--- src/rtl/timer_sequencer_if.sv ---
// rtl/timer_sequencer_if.sv - control bundle between the phase sequencer and the BCD seconds timer
interface timer_sequencer_if;
  logic       Tmr_Reset;
  logic       Tmr_Load;
  logic       Tmr_Start;
  logic [7:0] Tmr_Value;
  logic       Time_Out;

  modport master (output Tmr_Reset, output Tmr_Load, output Tmr_Start, output Tmr_Value, input Time_Out);
  modport slave  (input Tmr_Reset, input Tmr_Load, input Tmr_Start, input Tmr_Value, output Time_Out);
endinterface

--- src/rtl/timer_sequencer.sv ---
// rtl/timer_sequencer.sv - steps a BCD seconds timer through a programmed list of phase presets
// Optional TIMER_SEQ_LOOP_EN adds a Loop input that restarts the sequence without visiting IDLE.
module timer_sequencer #(
  parameter int DEPTH = 4,
  parameter int PTR_W = 2
) (
  input  logic             Clock,
  input  logic             Reset,
  input  logic             Prog_We,
  input  logic [PTR_W-1:0] Prog_Addr,
  input  logic [7:0]       Prog_Data,
  input  logic [PTR_W:0]   Num_Phases,
  input  logic             Go,
  input  logic             Abort,
`ifdef TIMER_SEQ_LOOP_EN
  input  logic             Loop,
`endif
  timer_sequencer_if.master tmr,
  output logic             Busy,
  output logic [PTR_W-1:0] Phase,
  output logic             Phase_Done,
  output logic             Seq_Done,
  output logic             Prog_Err
);

  typedef enum logic [2:0] {S_IDLE, S_CLEAR, S_LOAD, S_START, S_RUN, S_ABORT} state_t;

  localparam logic [PTR_W:0]   DEPTH_V = (PTR_W+1)'(DEPTH);
  localparam logic [PTR_W:0]   NUM_ONE = (PTR_W+1)'(1);
  localparam logic [PTR_W-1:0] PH_ONE  = PTR_W'(1);

  state_t           state, state_nxt;
  logic [PTR_W-1:0] phase_nxt;
  logic [PTR_W:0]   num_q, num_nxt;
  logic [7:0]       preset [DEPTH];
  logic             phase_done_nxt, seq_done_nxt, prog_err_nxt, wr_en;
  logic             data_ok, go_ok, last, loop_on;

  assign data_ok = (Prog_Data[7:4] <= 4'd9) && (Prog_Data[3:0] <= 4'd9) && ({1'b0, Prog_Addr} < DEPTH_V);
  assign go_ok   = (Num_Phases != '0) && (Num_Phases <= DEPTH_V);
  assign last    = ({1'b0, Phase} == (num_q - NUM_ONE));
`ifdef TIMER_SEQ_LOOP_EN
  assign loop_on = Loop;
`else
  assign loop_on = 1'b0;
`endif

  always_comb begin
    state_nxt      = state;
    phase_nxt      = Phase;
    num_nxt        = num_q;
    phase_done_nxt = 1'b0;
    seq_done_nxt   = 1'b0;
    prog_err_nxt   = 1'b0;
    wr_en          = 1'b0;
    if (state == S_IDLE) begin
      if (Prog_We) begin
        if (data_ok) wr_en = 1'b1;
        else         prog_err_nxt = 1'b1;
      end
      // Abort outranks Go; in IDLE that simply means Go is dropped.
      if (Go && !Abort) begin
        if (go_ok) begin
          state_nxt = S_CLEAR;
          num_nxt   = Num_Phases;
          phase_nxt = '0;
        end else begin
          prog_err_nxt = 1'b1;
        end
      end
    end else begin
      if (Prog_We) prog_err_nxt = 1'b1;
      if (Abort) begin
        state_nxt = (state == S_ABORT) ? S_IDLE : S_ABORT;
        phase_nxt = '0;
      end else begin
        case (state)
          S_CLEAR: state_nxt = S_LOAD;
          S_LOAD:  state_nxt = S_START;
          S_START: state_nxt = S_RUN;
          S_RUN: begin
            if (tmr.Time_Out) begin
              phase_done_nxt = 1'b1;
              if (last) begin
                seq_done_nxt = 1'b1;
                phase_nxt    = '0;
                state_nxt    = loop_on ? S_CLEAR : S_IDLE;
              end else begin
                phase_nxt = Phase + PH_ONE;
                state_nxt = S_CLEAR;
              end
            end
          end
          default: state_nxt = S_IDLE;
        endcase
      end
    end
  end

  // Strobes are registered from the next state so they line up with the state they belong to.
  always_ff @(posedge Clock or negedge Reset) begin
    if (!Reset) begin
      state         <= S_IDLE;
      Phase         <= '0;
      num_q         <= '0;
      Busy          <= 1'b0;
      Phase_Done    <= 1'b0;
      Seq_Done      <= 1'b0;
      Prog_Err      <= 1'b0;
      tmr.Tmr_Reset <= 1'b0;
      tmr.Tmr_Load  <= 1'b0;
      tmr.Tmr_Start <= 1'b0;
      tmr.Tmr_Value <= 8'h00;
      for (int i = 0; i < DEPTH; i++) preset[i] <= 8'h00;
    end else begin
      state         <= state_nxt;
      Phase         <= phase_nxt;
      num_q         <= num_nxt;
      Busy          <= (state_nxt != S_IDLE);
      Phase_Done    <= phase_done_nxt;
      Seq_Done      <= seq_done_nxt;
      Prog_Err      <= prog_err_nxt;
      tmr.Tmr_Reset <= (state_nxt == S_CLEAR) || (state_nxt == S_ABORT);
      tmr.Tmr_Load  <= (state_nxt == S_LOAD);
      tmr.Tmr_Start <= (state_nxt == S_START);
      if (state_nxt == S_LOAD) tmr.Tmr_Value <= preset[phase_nxt];
      if (wr_en) preset[Prog_Addr] <= Prog_Data;
    end
  end

endmodule
--- src/flat_wrapper.sv ---
// flat-port wrapper written by rule: the top's interface ports become plain ports
module timer_sequencer_flat 
#(
  parameter int DEPTH = 4,
  parameter int PTR_W = 2
)
  (Clock, Reset, Prog_We, Prog_Addr, Prog_Data, Num_Phases, Go, Abort, Busy, Phase, Phase_Done, Seq_Done, Prog_Err, tmr_Tmr_Reset, tmr_Tmr_Load, tmr_Tmr_Start, tmr_Tmr_Value, tmr_Time_Out);
  timer_sequencer_if tmr_i ();
  input  logic Clock;
  input  logic Reset;
  input  logic Prog_We;
  input  logic [PTR_W-1:0] Prog_Addr;
  input  logic [7:0] Prog_Data;
  input  logic [PTR_W:0] Num_Phases;
  input  logic Go;
  input  logic Abort;
  output logic Busy;
  output logic [PTR_W-1:0] Phase;
  output logic Phase_Done;
  output logic Seq_Done;
  output logic Prog_Err;
  output wire logic [$bits(tmr_i.Tmr_Reset)-1:0] tmr_Tmr_Reset;
  output wire logic [$bits(tmr_i.Tmr_Load)-1:0] tmr_Tmr_Load;
  output wire logic [$bits(tmr_i.Tmr_Start)-1:0] tmr_Tmr_Start;
  output wire logic [$bits(tmr_i.Tmr_Value)-1:0] tmr_Tmr_Value;
  input wire logic [$bits(tmr_i.Time_Out)-1:0] tmr_Time_Out;
  assign tmr_Tmr_Reset = tmr_i.Tmr_Reset;
  assign tmr_Tmr_Load = tmr_i.Tmr_Load;
  assign tmr_Tmr_Start = tmr_i.Tmr_Start;
  assign tmr_Tmr_Value = tmr_i.Tmr_Value;
  assign tmr_i.Time_Out = tmr_Time_Out;
  timer_sequencer #(.DEPTH(DEPTH), .PTR_W(PTR_W)) u_core (.Clock(Clock), .Reset(Reset), .Prog_We(Prog_We), .Prog_Addr(Prog_Addr), .Prog_Data(Prog_Data), .Num_Phases(Num_Phases), .Go(Go), .Abort(Abort), .tmr(tmr_i), .Busy(Busy), .Phase(Phase), .Phase_Done(Phase_Done), .Seq_Done(Seq_Done), .Prog_Err(Prog_Err));
endmodule
--- config.mk ---
export PLATFORM = sky130hd
export DESIGN_NAME = timer_sequencer_flat
export DESIGN_NICKNAME = d
export VERILOG_FILES = /design/src/rtl/timer_sequencer_if.sv /design/src/rtl/timer_sequencer.sv /design/src/flat_wrapper.sv
export SDC_FILE = /design/constraint.sdc
export NUM_CORES = 1
export LEC_CHECK = 0
export ABC_AREA = 1
export CELL_PAD_IN_SITES_DETAIL_PLACEMENT = 1
export CELL_PAD_IN_SITES_GLOBAL_PLACEMENT = 1
export CORE_MARGIN = 2
export CORE_UTILIZATION = 40
export DETAILED_ROUTE_END_ITERATION = 12
export DONT_BUFFER_PORTS = 1
export PLACE_DENSITY_LB_ADDON = 0.1
export REMOVE_ABC_BUFFERS = 1
export SLEW_MARGIN = 10
export SYNTH_ARGS = -nofsm -noshare
export SYNTH_HDL_FRONTEND = slang
export SYNTH_SLANG_ARGS = --single-unit
--- constraint.sdc ---
create_clock -name Clock -period 2.4 [get_ports Clock]
set_clock_uncertainty 0.2 [all_clocks]
set_input_delay 0.36 -clock Clock [delete_from_list [all_inputs] [get_ports Clock]]
set_output_delay 0.36 -clock Clock [all_outputs]
set_load 0.1 [all_outputs]
==> results.toml, run 1 <==
[setup_path]
r2r_start = "u_core.num_q[0]"
cp.arrival_ns = 2.29
crit_path_max_fanout = 8
cp.required_ns = 2.46
critPathLaunch = "u_core.num_q[0]"
r2r-end = "u_core.tmr.Tmr_Value[3]"
critical_path.most_common_cell = "nand2_1"
critPathLaunchType = "register"
crit_end = "u_core.tmr.Tmr_Value[3]"
slowest_stage = "dfrtp_1"
worst_r2r_path_depth = 13
regToRegSetupSlack_ns = 0.17
cp_slowest_stage_delay_ns = 0.39
end_kind = "register"
crit_type = "register to register"
crit_path_cell_trace = "inv_1 -> ha_1 -> nand2_1 -> nand2_1 -> nor2_2 -> nand3_2 -> nand2_2 -> nor2_1 -> nor2_4 -> nand3_1 -> nand2_1 -> nand2_1 -> nand2_1"

[drt]
drt_iter0_markers = 68
routedWlPerCell_um = 14.95
finalWirelength_um = 6757
ant_nets = 0
drc_errors = 0
vias = 2235
dr.pass1.iters = 4
vias_per_cell = 4.945

[pwr]
pwr-share-clk_pct = 12.6
p_int_mw = 2.152
comb_power_share_pct = 52.0
switchingPower_mw = 2.184
vdd_drop_max_v = 0.0003605
finalPower_mw = 4.336
swShare_pct = 50.37
powerDensity_mw_per_mm2 = 1359
p_seq_share_pct = 35.4
p_leak_nw = 1.690

[grt]
antenna_found_initial = 0
grtUsageMet2_pct = 32.42
grt_pass1_vias = 2271
grtUsageMet3_pct = 3.333
grt_use_met1_pct = 26.43
gr-usage-all-layers_pct = 19.32
busiest_layer = "met2"
overflow = 0
grt_start_max_net_pins = 56
grt_pass1_wl_um = 11200

[clock_network]
ctsHtreeMaxLevel = 2
clockRootBuffer = "clkbuf_8"
clockBufferDepth = 2
clk_pin_slew_worst_paths_ns = 0.11
tritoncts.num_buffers = 5
cts_tree = "yes"
cts_num_sinks = 55
clk_latency_ns = 0.31

[place]
post-dp-hpwl_um = 4741
dp_cells = 430
gp_congestion = 0.7684
pre_cts_slack_ns = 0.2179
port_buffers = 0
dpl_cell_area_mm2 = 0.002928

[floorplanning]
initial_core_util_pct = 41.84
fp.dieW_um = 86.20
core_area_mm2 = 0.006459
top_level_ports = 36
chipHeight_um = 86.20
die_area_mm2 = 0.007430
fp-row-count = 29

[sta]
slew_viol_final = 0
tightest_slew_ns = 0.5478
fin_ws_ns = 0.1708
fin_crit_ns = 2.229
finalCritPeriodShare_pct = 92.88
max_freq_mhz = 448.6
setup_viol = 0
slew_headroom_pct = 63.39
hold_violations = 0

[hold_path]
worstHoldPathCells = 2
min_path_type = "primary input to register"

[yosys]
synthDominantCellAreaShare_pct = 50.93
synth_cell_type_count = 30
avgSynthCellArea_um2 = 8.020
synthesis.area_mm2 = 0.002703
yosys_register_bits = 55
ys_warn_count = 0
yosysSeqAreaShare_pct = 50.93
synth_cells = 337
yosys.area.top_type = "dfrtp_1"
ys_top_cells_by_area = "dfrtp_1 51%, nand2_1 14%, inv_1 8.1%, nand3_1 7.0%, o21ai_0 4.3%"

[layout]
final_nets = 394
stdcell_area_mm2 = 0.003192
layout.cells.non_filler = 452
diodes = 0
synthToLayoutAreaGrowth_pct = 18.10
post_route_cells_drive_above_1_share_pct = 13.87

[job]
cap_violations = 0

[run_status]
outcome = "finished, final reports clean"
[layout make-up]
| type | instances | area, um^2 |
|---|---|---|
| clock inverter | 3 | 27.53 |
| fill | 811 | 3267 |
| multi-input combinational | 215 | 1067 |
| timing repair buffer | 37 | 327.8 |
| clock buffer | 5 | 68.82 |
| sequential | 55 | 1376 |
| tap | 77 | 96.34 |
| inverter | 60 | 227.7 |
[synth_stat cells, drive strengths merged]
cell / number
nand2: 105
inv: 60
dfrtp: 55
nand3: 41
o21ai: 35
nor2: 16
buf: 7
a21oi: 5
nor3: 3
nand4: 2
o31ai: 2
ha: 1
nand3b: 1
o211ai: 1
o21bai: 1
xnor2: 1
xor2: 1
[how the worst min path moves through the flow]
stage,endpoint,startpoint
finish,u_core.num_q[0],Num_Phases[0]
global placement,u_core.num_q[1],Reset
floorplan,u_core.Busy,Reset
detailed placement,u_core.num_q[1],Reset
global route,u_core.preset[22],Prog_Data[6]
CTS,u_core.preset[24],Prog_Data[0]
[critical path: cells and delay by family, from the launching register on]
kind,cells,cell delay (ns)
AND/OR/NAND/NOR,11,1.24
flip-flops,1,0.39
adder cells (fa/ha/maj),1,0.25
buffers and inverters,1,0.10
[per-layer routing]
layer / vias to the layer above / wire [um]
met5: - / 0
met4: 0 / 36
met3: 2 / 184
met2: 32 / 3243
met1: 1078 / 3293
li1: 1123 / -
[power groups by stage]
stage          registers [mW]  clock network [mW]  logic [mW]
2_1_floorplan            2.28                   0       0.952
3_3_place_gp             1.55                   0        2.16
3_5_place_dp             1.56                   0        2.19
4_1_cts                  1.54               0.569        2.24
5_1_grt                  1.58               0.606        2.49
6_report                 1.54               0.546        2.25
[state kept, by name, indices dropped and copies added (netlist names)]
signal                flops
u_core.Busy               1
u_core.Phase              2
u_core.Phase_Done         1
u_core.Prog_Err           1
u_core.Seq_Done           1
u_core.num_q              3
u_core.preset            32
u_core.state              3
u_core.tmr.Tmr_Load       1
u_core.tmr.Tmr_Reset      1
u_core.tmr.Tmr_Start      1
u_core.tmr.Tmr_Value      8
[logic make-up after synthesis]
kind of cell	count (synthesis)	synth area share (%)
DFF	55	50.93
AOI/OAI and AO/OA	44	8.657
adders and majority gates	1	0.4629
and+or+nand+nor	168	29.26
xor gates and xnor gates	2	0.6483
buffers and inverters	67	10.05
[stage by stage]
stage	hold slack, ns	util (%)	setup TNS [ns]
6_report	0.01079	49.42	0
5_1_grt	0.02212	49.42	-0.09790
4_1_cts	0.004115	48.95	0
3_5_place_dp	-0.1345	45.33	0
3_3_place_gp	-0.1345	45.33	0
2_1_floorplan	-0.1356	-	0
[layout by cell type (no fill, tap or decap), types with 2 or more instances in the layout]
master,count
nand2_1,101
inv_1,58
dfrtp_1,55
nand3_1,37
buf_4,24
o21ai_0,23
nor2_1,12
dlygate4sd3_1,12
o21ai_1,11
a21oi_1,5
clkbuf_8,5
nand3_2,3
nor2_2,2
nor3_4,2
nand2_4,2
nand2_2,2
nor2_4,2
o31ai_1,2
[timing repair]
action / 4_1_cts / 5_1_grt
hold buffers: 12 / 1
setup buffers: 0 / 1
setup endpoints to repair: 0 / 4
gates resized for setup: 0 / 4
endpoints found under the hold margin: 75 / 2
(Power assumes the default switching activity.)
==> run 2, diff against run 1 <==
Settings changed: PLACE_DENSITY set to 0.76, PLACE_DENSITY_LB_ADDON 0.1 to unset.
==> results.toml, run 2 (synthesis results as in run 1) <==
[setup_path]
end_kind = "register"
crit_path_max_fanout = 8
cp.required_ns = 2.45
crit_type = "register to register"
critPathLaunchType = "register"
cp.arrival_ns = 2.26

[grt]
grt_start_max_net_pins = 56
grt_pass1_vias = 2377
grt_pass1_wl_um = 11560
overflow = 0
antenna_found_initial = 0
gr-usage-all-layers_pct = 19.77

[layout]
final_common_cell = "nand2_1"
synthToLayoutAreaGrowth_pct = 19.54
final_util_pct = 50.02
final_nets = 395
top_regs = "u_core.preset x32, u_core.tmr.Tmr_Value x8"
most-common-layout-cells = "102 x nand2_1, 58 x inv_1, 55 x dfrtp_1, 37 x nand3_1, 25 x buf_4"
stdcell_area_mm2 = 0.003231
diodes = 0
post_route_cells_drive_above_1_share_pct = 14.10
largest_register_ffs = 32
top_register = "u_core.preset"

[drt]
vias_per_cell = 5.020
finalWirelength_um = 6908
ant_nets = 0
routedWlPerCell_um = 15.25
drc_errors = 0
dr.pass1.iters = 4
drt_iter0_markers = 103
vias = 2274

[sta]
tightest_slew_ns = 0.4919
holdWs_ns = 0.0006341
fin_crit_ns = 2.203
hold_violations = 0
finalCritPeriodShare_pct = 91.80
setup_viol = 0
max_freq_mhz = 453.9
slew_headroom_pct = 67.13
slew_viol_final = 0

[run_status]
outcome = "finished, final reports clean"

[floorplanning]
fp-row-count = 29
core_area_mm2 = 0.006459
top_level_ports = 36
chipHeight_um = 86.20
initial_core_util_pct = 41.84
die_area_mm2 = 0.007430
fp.dieW_um = 86.20

[place]
dpl_cell_area_mm2 = 0.002905
post-dp-hpwl_um = 4817
port_buffers = 0
gp_congestion = 0.8433

[clock_network]
ctsHtreeMaxLevel = 2
clockRootBuffer = "clkbuf_8"
cts_tree = "yes"
clockBufferDepth = 2
clk_latency_ns = 0.31
tritoncts.num_buffers = 5
clk_pin_slew_worst_paths_ns = 0.11
cts_num_sinks = 55

[job]
cap_violations = 0

[pwr]
vdd_drop_max_v = 0.0004835
p_leak_nw = 1.712
powerDensity_mw_per_mm2 = 1395

[hold_path]
min_path_type = "primary input to register"
## run 2: cell types whose count changed in the layout (fill, tap and decap cells not counted), sizes merged
cell	change
inv	-1
dlygate4sd3	-1
clkinv	+1
clkinvlp	-1
bufinv	+1
buf	+2
## run 2: worst max-delay path, stage by stage, from the launching register on
cell     delay [ns]
dfrtp_1        0.36
inv_1          0.08
ha_1           0.31
inv_1          0.05
nand2_1        0.07
nand2_1        0.06
nor2_2         0.13
nand3_2        0.14
nand2_2        0.12
nor2_1         0.07
nor2_4         0.23
nand3_1        0.15
nand2_1        0.08
nand2_1        0.05
nand2_1        0.05
## run 2: path summary, 6_finish.rpt
kind / start / endpoint / slack [ns] / cells after the start
min in group asynchronous: Reset / u_core.preset[22] / 0.38 / 2
min: Prog_Data[0] / u_core.preset[24] / 0.0006 / 2
max in group asynchronous: Reset / u_core.num_q[1] / 1.39 / 2
max: u_core.num_q[0] / u_core.tmr.Tmr_Value[1] / 0.20 / 14
min reg2reg: u_core.tmr.Tmr_Value[3] / u_core.tmr.Tmr_Value[3] / 0.30 / 2
max reg2reg: u_core.num_q[0] / u_core.tmr.Tmr_Value[1] / 0.20 / 14
## run 2: final cells by class
cell class | instances | area [um^2]
multi-input cells | 215 | 1072
fillers | 802 | 3228
inverters | 60 | 227.7
clock inverters | 3 | 43.79
clock buffers | 5 | 68.82
repair buffers | 38 | 345.3
flip-flops and latches | 55 | 1376
well taps | 77 | 96.34
## run 2: stage by stage
stage	setup TNS, ns	total power, mW	setup slack [ns]	instances
after floorplan	0	3.232	0.08512	330
after global placement	0	3.686	0.3278	427
after detailed placement	0	3.764	0.2192	427
after CTS	0	4.444	0.1556	447
after global routing	-0.01030	4.809	-0.008585	453
final	0	4.506	0.1969	453
## run 2: where the power goes
group	total [mW]	internal, mW	switching (mW)
clock network	0.633	0.312	0.321
logic	2.32	0.631	1.69
registers	1.56	1.33	0.227
total	4.51	2.27	2.23
## run 2: routing by layer
layer	vias up	global-route usage [%]	part of all wire [%]
met3	5	3.333	3.1
met2	37	31.64	46
li1	1124	-	-
met1	1108	28.49	50
met5	-	0	0
met4	0	4.261	0.69
## run 2: what timing repair did
| item | 4_1_cts | 5_1_grt |
|---|---|---|
| gates resized for setup | 0 | 4 |
| endpoints found under the hold margin | 74 | 0 |
| setup endpoints to repair | 0 | 8 |
| hold buffers | 12 | 0 |
| buffers inserted | 0 | 6 |
